[src/rtl/sr_latch_driver_pkg.sv]
// Shared types for the RS-latch write controller: FSM state codes, latch
// operation kinds and the retry limit used when SR_LATCH_DRIVER_RETRY_EN is set.
package sr_latch_pkg;

   typedef logic [1:0] state_t;

   localparam state_t ST_IDLE   = 2'd0;
   localparam state_t ST_DRIVE  = 2'd1;
   localparam state_t ST_SETTLE = 2'd2;
   localparam state_t ST_CHECK  = 2'd3;

   typedef enum logic [1:0] {
      OP_SET = 2'd0,
      OP_RST = 2'd1,
      OP_CLR = 2'd2
   } op_e;

   localparam int MAX_RETRY = 2;

endpackage

[src/rtl/sr_latch_driver_if.sv]
// Core-side write port plus latch-side drive/readback for sr_latch_driver.
// Handshake: a write transfers on a rising edge where wr_valid & wr_ready are both
// high; wr_ready drops while clr_req is high because a clear wins that cycle.
interface sr_latch_driver_if;
   import sr_latch_pkg::*;

   logic   wr_valid;
   logic   wr_data;
   logic   wr_ready;
   logic   clr_req;
   logic   busy;
   logic   done;
   logic   err;
   logic   s;
   logic   r;
   logic   clr;
   logic   q;
   logic   qn;
   state_t dbg_state;

   modport master (
      output wr_valid, wr_data, clr_req, q, qn,
      input  wr_ready, busy, done, err, s, r, clr, dbg_state
   );

   modport slave (
      input  wr_valid, wr_data, clr_req, q, qn,
      output wr_ready, busy, done, err, s, r, clr, dbg_state
   );
endinterface

[src/rtl/sr_latch_driver_pulse_counter.sv]
// Loadable down-counter with zero flag, timing both the drive pulse and the
// settle wait. Load has priority over decrement.
module sr_pulse_counter #(
   parameter int CNT_W = 4
) (
   input  logic             clk,
   input  logic             rst,
   input  logic             i_load,
   input  logic             i_dec,
   input  logic [CNT_W-1:0] i_load_val,
   output logic [CNT_W-1:0] o_count,
   output logic             o_zero
);
   logic [CNT_W-1:0] r_count;

   always_ff @(posedge clk) begin
      if (rst) begin
         r_count <= '0;
      end else if (i_load) begin
         r_count <= i_load_val;
      end else if (i_dec && r_count != '0) begin
         r_count <= r_count - 1'b1;
      end
   end

   assign o_count = r_count;
   assign o_zero  = (r_count == '0);
endmodule

[src/rtl/sr_latch_driver.sv]
// Write-side controller for an external RS latch with clear: pulses s/r/clr,
// waits to settle, then checks q/qn. Retries are added by SR_LATCH_DRIVER_RETRY_EN.
module sr_latch_driver
   import sr_latch_pkg::*;
#(
   parameter int PULSE_W  = 2,
   parameter int SETTLE_W = 1,
   parameter int CNT_W    = 4
) (
   input logic              clk,
   input logic              rst,
   sr_latch_driver_if.slave bus
);
   localparam int PULSE_LD_I  = (PULSE_W > 0) ? PULSE_W - 1 : 0;
   localparam int SETTLE_LD_I = (SETTLE_W > 0) ? SETTLE_W - 1 : 0;
   localparam logic [CNT_W-1:0] PULSE_LD  = PULSE_LD_I[CNT_W-1:0];
   localparam logic [CNT_W-1:0] SETTLE_LD = SETTLE_LD_I[CNT_W-1:0];

   if (PULSE_W < 1) begin : g_bad_pulse_w
      $error("sr_latch_driver: PULSE_W must be at least 1");
   end

   state_t           r_state;
   op_e              r_op;
   logic             r_exp;
   logic             r_s;
   logic             r_r;
   logic             r_clr;
   logic             r_err;
   logic             w_accept_clr;
   logic             w_accept_wr;
   logic             w_fail;
   logic             w_retry;
   logic             w_load;
   logic             w_dec;
   logic [CNT_W-1:0] w_load_val;
   logic [CNT_W-1:0] w_count;
   logic             w_zero;

   assign w_accept_clr = (r_state == ST_IDLE) && bus.clr_req;
   assign w_accept_wr  = (r_state == ST_IDLE) && !bus.clr_req && bus.wr_valid;
   assign w_fail       = (bus.q == bus.qn) || (bus.q != r_exp);

`ifdef SR_LATCH_DRIVER_RETRY_EN
   logic [1:0] r_retry;

   assign w_retry = (r_state == ST_CHECK) && w_fail && (r_op != OP_CLR) &&
                    (r_retry < 2'(MAX_RETRY));

   always_ff @(posedge clk) begin
      if (rst) begin
         r_retry <= 2'd0;
      end else if (w_accept_clr || w_accept_wr) begin
         r_retry <= 2'd0;
      end else if (w_retry) begin
         r_retry <= r_retry + 2'd1;
      end
   end
`else
   assign w_retry = 1'b0;
`endif

   // A retry reloads the pulse length exactly like a fresh accept.
   always_comb begin
      w_load     = 1'b0;
      w_dec      = 1'b0;
      w_load_val = PULSE_LD;
      if (w_accept_clr || w_accept_wr || w_retry) begin
         w_load = 1'b1;
      end else if (r_state == ST_DRIVE && w_zero && SETTLE_W != 0) begin
         w_load     = 1'b1;
         w_load_val = SETTLE_LD;
      end else if ((r_state == ST_DRIVE || r_state == ST_SETTLE) && !w_zero) begin
         w_dec = 1'b1;
      end
   end

   sr_pulse_counter #(.CNT_W(CNT_W)) u_cnt (
      .clk        (clk),
      .rst        (rst),
      .i_load     (w_load),
      .i_dec      (w_dec),
      .i_load_val (w_load_val),
      .o_count    (w_count),
      .o_zero     (w_zero)
   );

   always_ff @(posedge clk) begin
      if (rst) begin
         r_state <= ST_IDLE;
         r_op    <= OP_SET;
         r_exp   <= 1'b0;
         r_s     <= 1'b0;
         r_r     <= 1'b0;
         r_clr   <= 1'b0;
         r_err   <= 1'b0;
      end else begin
         case (r_state)
            ST_IDLE: begin
               if (w_accept_clr) begin
                  r_state <= ST_DRIVE;
                  r_op    <= OP_CLR;
                  r_exp   <= 1'b0;
                  r_clr   <= 1'b1;
                  r_err   <= 1'b0;
               end else if (w_accept_wr) begin
                  r_state <= ST_DRIVE;
                  r_op    <= bus.wr_data ? OP_SET : OP_RST;
                  r_exp   <= bus.wr_data;
                  r_s     <= bus.wr_data;
                  r_r     <= !bus.wr_data;
               end
            end
            ST_DRIVE: begin
               if (w_zero) begin
                  r_s     <= 1'b0;
                  r_r     <= 1'b0;
                  r_clr   <= 1'b0;
                  r_state <= (SETTLE_W == 0) ? ST_CHECK : ST_SETTLE;
               end
            end
            ST_SETTLE: begin
               if (w_zero) r_state <= ST_CHECK;
            end
            default: begin
               if (w_retry) begin
                  r_state <= ST_DRIVE;
                  r_s     <= (r_op == OP_SET);
                  r_r     <= (r_op == OP_RST);
               end else begin
                  r_state <= ST_IDLE;
                  if (w_fail) r_err <= 1'b1;
               end
            end
         endcase
      end
   end

   assign bus.wr_ready  = (r_state == ST_IDLE) && !bus.clr_req;
   assign bus.busy      = (r_state != ST_IDLE);
   assign bus.done      = (r_state == ST_CHECK) && !w_retry;
   assign bus.err       = r_err;
   assign bus.s         = r_s;
   assign bus.r         = r_r;
   assign bus.clr       = r_clr;
   assign bus.dbg_state = r_state;
endmodule

[src/flat_wrapper.sv]
// flat-port wrapper written by rule: the top's interface ports become plain ports
module sr_latch_driver_flat import sr_latch_pkg::*;
#(
   parameter int PULSE_W  = 2,
   parameter int SETTLE_W = 1,
   parameter int CNT_W    = 4
)
  (clk, rst, bus_wr_valid, bus_wr_data, bus_clr_req, bus_q, bus_qn, bus_wr_ready, bus_busy, bus_done, bus_err, bus_s, bus_r, bus_clr, bus_dbg_state);
  sr_latch_driver_if bus_i ();
  input logic clk;
  input logic rst;
  input wire logic [$bits(bus_i.wr_valid)-1:0] bus_wr_valid;
  input wire logic [$bits(bus_i.wr_data)-1:0] bus_wr_data;
  input wire logic [$bits(bus_i.clr_req)-1:0] bus_clr_req;
  input wire logic [$bits(bus_i.q)-1:0] bus_q;
  input wire logic [$bits(bus_i.qn)-1:0] bus_qn;
  output wire logic [$bits(bus_i.wr_ready)-1:0] bus_wr_ready;
  output wire logic [$bits(bus_i.busy)-1:0] bus_busy;
  output wire logic [$bits(bus_i.done)-1:0] bus_done;
  output wire logic [$bits(bus_i.err)-1:0] bus_err;
  output wire logic [$bits(bus_i.s)-1:0] bus_s;
  output wire logic [$bits(bus_i.r)-1:0] bus_r;
  output wire logic [$bits(bus_i.clr)-1:0] bus_clr;
  output wire logic [$bits(bus_i.dbg_state)-1:0] bus_dbg_state;
  assign bus_i.wr_valid = bus_wr_valid;
  assign bus_i.wr_data = bus_wr_data;
  assign bus_i.clr_req = bus_clr_req;
  assign bus_i.q = bus_q;
  assign bus_i.qn = bus_qn;
  assign bus_wr_ready = bus_i.wr_ready;
  assign bus_busy = bus_i.busy;
  assign bus_done = bus_i.done;
  assign bus_err = bus_i.err;
  assign bus_s = bus_i.s;
  assign bus_r = bus_i.r;
  assign bus_clr = bus_i.clr;
  assign bus_dbg_state = bus_i.dbg_state;
  sr_latch_driver #(.PULSE_W(PULSE_W), .SETTLE_W(SETTLE_W), .CNT_W(CNT_W)) u_core (.clk(clk), .rst(rst), .bus(bus_i));
endmodule
[config.mk]
export PLATFORM = sky130hd
export DESIGN_NAME = sr_latch_driver_flat
export DESIGN_NICKNAME = d
export VERILOG_FILES = /design/src/rtl/sr_latch_driver_pkg.sv /design/src/rtl/sr_latch_driver_if.sv /design/src/rtl/sr_latch_driver_pulse_counter.sv /design/src/rtl/sr_latch_driver.sv /design/src/flat_wrapper.sv
export SDC_FILE = /design/constraint.sdc
export NUM_CORES = 1
export LEC_CHECK = 0
export CORE_MARGIN = 8
export CORE_UTILIZATION = 40
export DETAILED_ROUTE_END_ITERATION = 16
export PLACE_DENSITY = 0.72
export SLEW_MARGIN = 20
export SYNTH_ARGS = -nofsm -noshare
export SYNTH_HDL_FRONTEND = slang
export SYNTH_SLANG_ARGS = --single-unit
[constraint.sdc]
create_clock -name clk -period 4.7 [get_ports clk]
set_input_delay 0.94 -clock clk [delete_from_list [all_inputs] [get_ports clk]]
set_output_delay 0.94 -clock clk [all_outputs]
set_load 0.02 [all_outputs]
# Yosys cells after proc, flatten, opt, wreduce, memory -nomap -nowiden
# Cells that the tools add are included.
# word_totals
in_bits	7
output_inout_bits	9
ff_bits	11
# op_classes
bitwise_logic	1
n_reduce_logical	26
eq_ne	11
addsub	1
n_mux	27
# op_table
operator	count
1-bit two-way mux	16
2-bit nonzero test	5
3-bit AND reduction	3
2-bit two-way mux	4
4-bit two-way mux	2
2-bit by 1-bit inequality test with 1-bit output (second input constant)	4
1-bit one-hot mux with 2 select lines	4
1-bit logical AND	6
2-bit one-hot mux with 3 select lines	1
2-bit == test (second input constant)	2
4-bit logical NOT	1
4-bit AND reduction	1
4-bit nonzero test	1
4-bit by 1-bit subtractor with 4-bit output (second input constant)	1
1-bit logical NOT	3
1-bit logical OR	3
3-bit by 1-bit inequality test with 1-bit output (second input constant)	1
2-bit by 1-bit == test with 1-bit output (second input constant)	1
2-bit logical NOT	1
2-bit inequality test (second input constant)	1
2-bit AND reduction	1
2-bit OR reduction	1
1-bit == test	1
1-bit inequality test	1
1-bit NOT	1

# Logic depth before layout (Yosys ltp)
# depth
word_depth	9
depth_mapped	5
ltp_nobuf	5

# Hierarchy
# A second synthesis with hierarchy kept.
# unflattened
cells_unflattened	83
hier_area_um2	701.9
# by_module_without_submodules
module	area_per_inst_um2	instances	cells_each
sr_latch_driver	439.2	1	54
sr_pulse_counter	262.8	1	29

# Worst setup path before layout
# Ideal clock, no wire load.
# synth_path
path_kind	input to output
startpoint	input bus_clr_req
endpoint	output bus_wr_ready
slack_ns	2.461
t_arrival_ns	1.299
stages	1
path_cell_list	nor2b_1
# synth_between
elab_chain_len	2
# synth_lines
item	line	source
from (decl)	flat_wrapper.sv:14	input wire logic [$bits(bus_i.clr_req)-1:0] bus_clr_req;
1-bit logical NOT	sr_latch_driver.sv:139	assign bus.wr_ready = (r_state == ST_IDLE) && !bus.clr_req;
1-bit logical AND	sr_latch_driver.sv:139	
to (decl)	flat_wrapper.sv:17	output wire logic [$bits(bus_i.wr_ready)-1:0] bus_wr_ready;
# Every way passes these cells.

# Worst setup path in the final report
# Same ends and word-level chain as after synthesis.

==> summary.txt <==
Sw Share -> 44.61%
vias per inst -> 5.423
Detailed Place HPWL -> 1198 um
cell taking the most area after synthesis -> dfxtp_1
CTS sink cnt -> 11
Avg Inst Size Synth -> 8.940 um2
synth warn -> 0
CP Data Arrival Time -> 2320 ps
Fill cells -> 165
antenna cells -> 0
Total GRT Usage -> 10.26%
sequential cell area fraction in the yosys report -> 32.41%
CTS tree -> built
share of layout cells above drive strength 1 -> 8.511%
vias in the first global route -> 625
drt total wl -> 1516 um
remaining antenna violation count after routing -> 0
die height -> 57.21 um
Clock Latency Late Sink -> 270 ps
Worst setup SP type -> input port
TritonRoute pass-1 iters -> 4
gpl congestion -> 0.8132
Max Fclk -> 307.1 MHz
Worst IR Drop VDD -> 0.0004239 V
most common cell in the netlist -> dfxtp_1
Synth async-reset ratio -> 0%
power share of the combinational group -> 62.5%
cts repair resizes -> 0
Switching Power -> 252.4 uW
Via Count -> 602
Worst Path Max Fanout -> 6
core area -> 1652 um2
# DRC -> 0
endpoints failing setup -> 0
Req. time, crit path -> 3760 ps
R2R Setup Slk -> 2950 ps
die area -> 3273 um2
outcome -> complete, no violations
Post-synth top flop -> dfxtp_1
Worst Setup SP -> bus_clr_req
final hold vios -> 0
LEAKAGE -> 0.0003305 uW
min-delay src -> u_core.r_exp$_SDFFE_PP0P_
Rel. slew slack -> 64.77%
Max Cap Viol -> 0
#FFs+latches synth -> 11
clk buf depth -> 2
Netlist cell types -> 29
fin util -> 52.88%
Final Skew -> 1.620 ps
top cells by count, synth -> dfxtp_1, ha_1, inv_1
CTS buffer count -> 3
setup_tns -> 0 ps
fin crit share -> 69.28%
reg2reg start -> u_core.u_cnt.o_count[0]$_SDFFE_PP0P_
worst min path class -> reg -> reg
Clock Power Share -> 11.4%
Starting Density -> 41.14%
H-tree Lvls -> 1
first-pass GRT wire length -> 2739 um
routed wire length per instance -> 13.66 um
Port-buffer cells -> 15
total congestion overflow -> 0
hold_buf cts -> 0
Cell Int Power -> 313.4 uW
Crit. End Element -> output pin
Syn Inst Count -> 76
Least-Margin Pin Slew -> 526.8 ps
Net Count, Synth -> 90
RSZ-0062 raised after global routing -> no
antenna violations before repair -> 0
Tmin final -> 3256 ps
Final #Nets -> 109
max-slew violations -> 0
Die W -> 57.21 um
Sequential Power Share -> 26.2%
row count -> 15
Synth area leaders -> dfxtp_1, ha_1, nand2b_1
largest net degree at the start of global routing -> 14
Initial DRC Count -> 10
io pins -> 16
number of synthesized flops with an enable pin -> 0
Cell Area, Synth -> 679.4 um2
Reg clk slew, reported paths -> 70 ps
PwrDens -> 647.8 nW/um2
Post-CTS Setup Inserts -> 0
CTS Root Cell -> clkbuf_4
Worst Setup Path Type -> in -> out
top cell type's share of synthesized area -> 32.41%
Synth-to-Final Area Change -> 28.55%
## area by class of cell
| cell class | count | area, um2 | share of cell area [%] |
|---|---|---|---|
| timing repair buffer | 15 | 150.1 | 17.19 |
| multi-input combinational | 57 | 429.2 | 49.14 |
| clock buffer | 4 | 26.28 | 3.009 |
| sequential | 11 | 220.2 | 25.21 |
| inverter | 7 | 26.28 | 3.009 |
| tap | 17 | 21.27 | 2.436 |
## metrics by stage
step           instance area, um2  power, uW  setup WS (ps)  instances  hold slack (ps)
6_report                    873.3      565.8           1444        111            475.4
5_1_grt                     873.3      622.4           1382        111            510.9
4_1_cts                     873.3      572.3           1462        111            478.8
3_5_place_dp                847.1      504.1           1466        107            468.5
3_3_place_gp                847.1      497.1           1498        107            465.6
2_1_floorplan               679.4      388.4           2461         76            444.6
## kinds of logic (layout without fill, tap and decap cells)
| family | Yosys count | count (layout) | share of synthesized area (%) |
|---|---|---|---|
| flip-flops | 11 | 11 | 32.41 |
| adder cells (fa/ha/maj) | 7 | 7 | 12.89 |
| multiplexers | 4 | 4 | 6.077 |
| AO/OA/AOI/OAI | 17 | 17 | 17.49 |
| buffers and inverters | 8 | 26 | 4.420 |
| AND/OR/NAND/NOR | 29 | 29 | 26.70 |
## sequential cells by signal, summed over array words and instances, names as in the netlist
name,cells
u_core.r_exp,1
u_core.bus.r,1
u_core.bus.dbg_state,2
u_core.bus.clr,1
u_core.bus.err,1
u_core.bus.s,1
u_core.u_cnt.o_count,4
## worst max-delay path, stage by stage
cell and delay, ps:
clkdlybuf4s50_1 490, nor2b_1 230, clkdlybuf4s50_1 660
## path summary, 6_finish.rpt
kind	to	cells after the start
max	bus_wr_ready	3
max reg2reg	u_core.bus.r$_SDFFE_PP0P_	5
min reg2reg	u_core.r_exp$_SDFFE_PP0P_	2
min	u_core.r_exp$_SDFFE_PP0P_	2
## power by group through the flow
stage               Clock [uW]  Sequential (uW)  Combinational [uW]
floorplan                    0              167                 222
global placement             0              149                 349
detailed placement           0              150                 354
CTS                       68.4              148                 356
global route              71.6              153                 398
finish                    64.3              148                 353
## layout by cell type, fill, tap and decap left out, types with 4 or more instances in the layout
cell	synthesis	routed
clkdlybuf4s50_1	0	15
nand2_1	4	4
nand2b_1	6	6
ha_1	7	7
inv_1	7	7
dfxtp_1	11	11
nor2_1	4	4
## metal layers
metal	global-route usage, %	share of wire (%)	wire (um)
met3	4.656	4.6	69
met1	12.42	48	729
met5	0	0	0
met4	3.691	1.6	25
met2	15.50	46	691
Power figures use the tool's default switching activity.
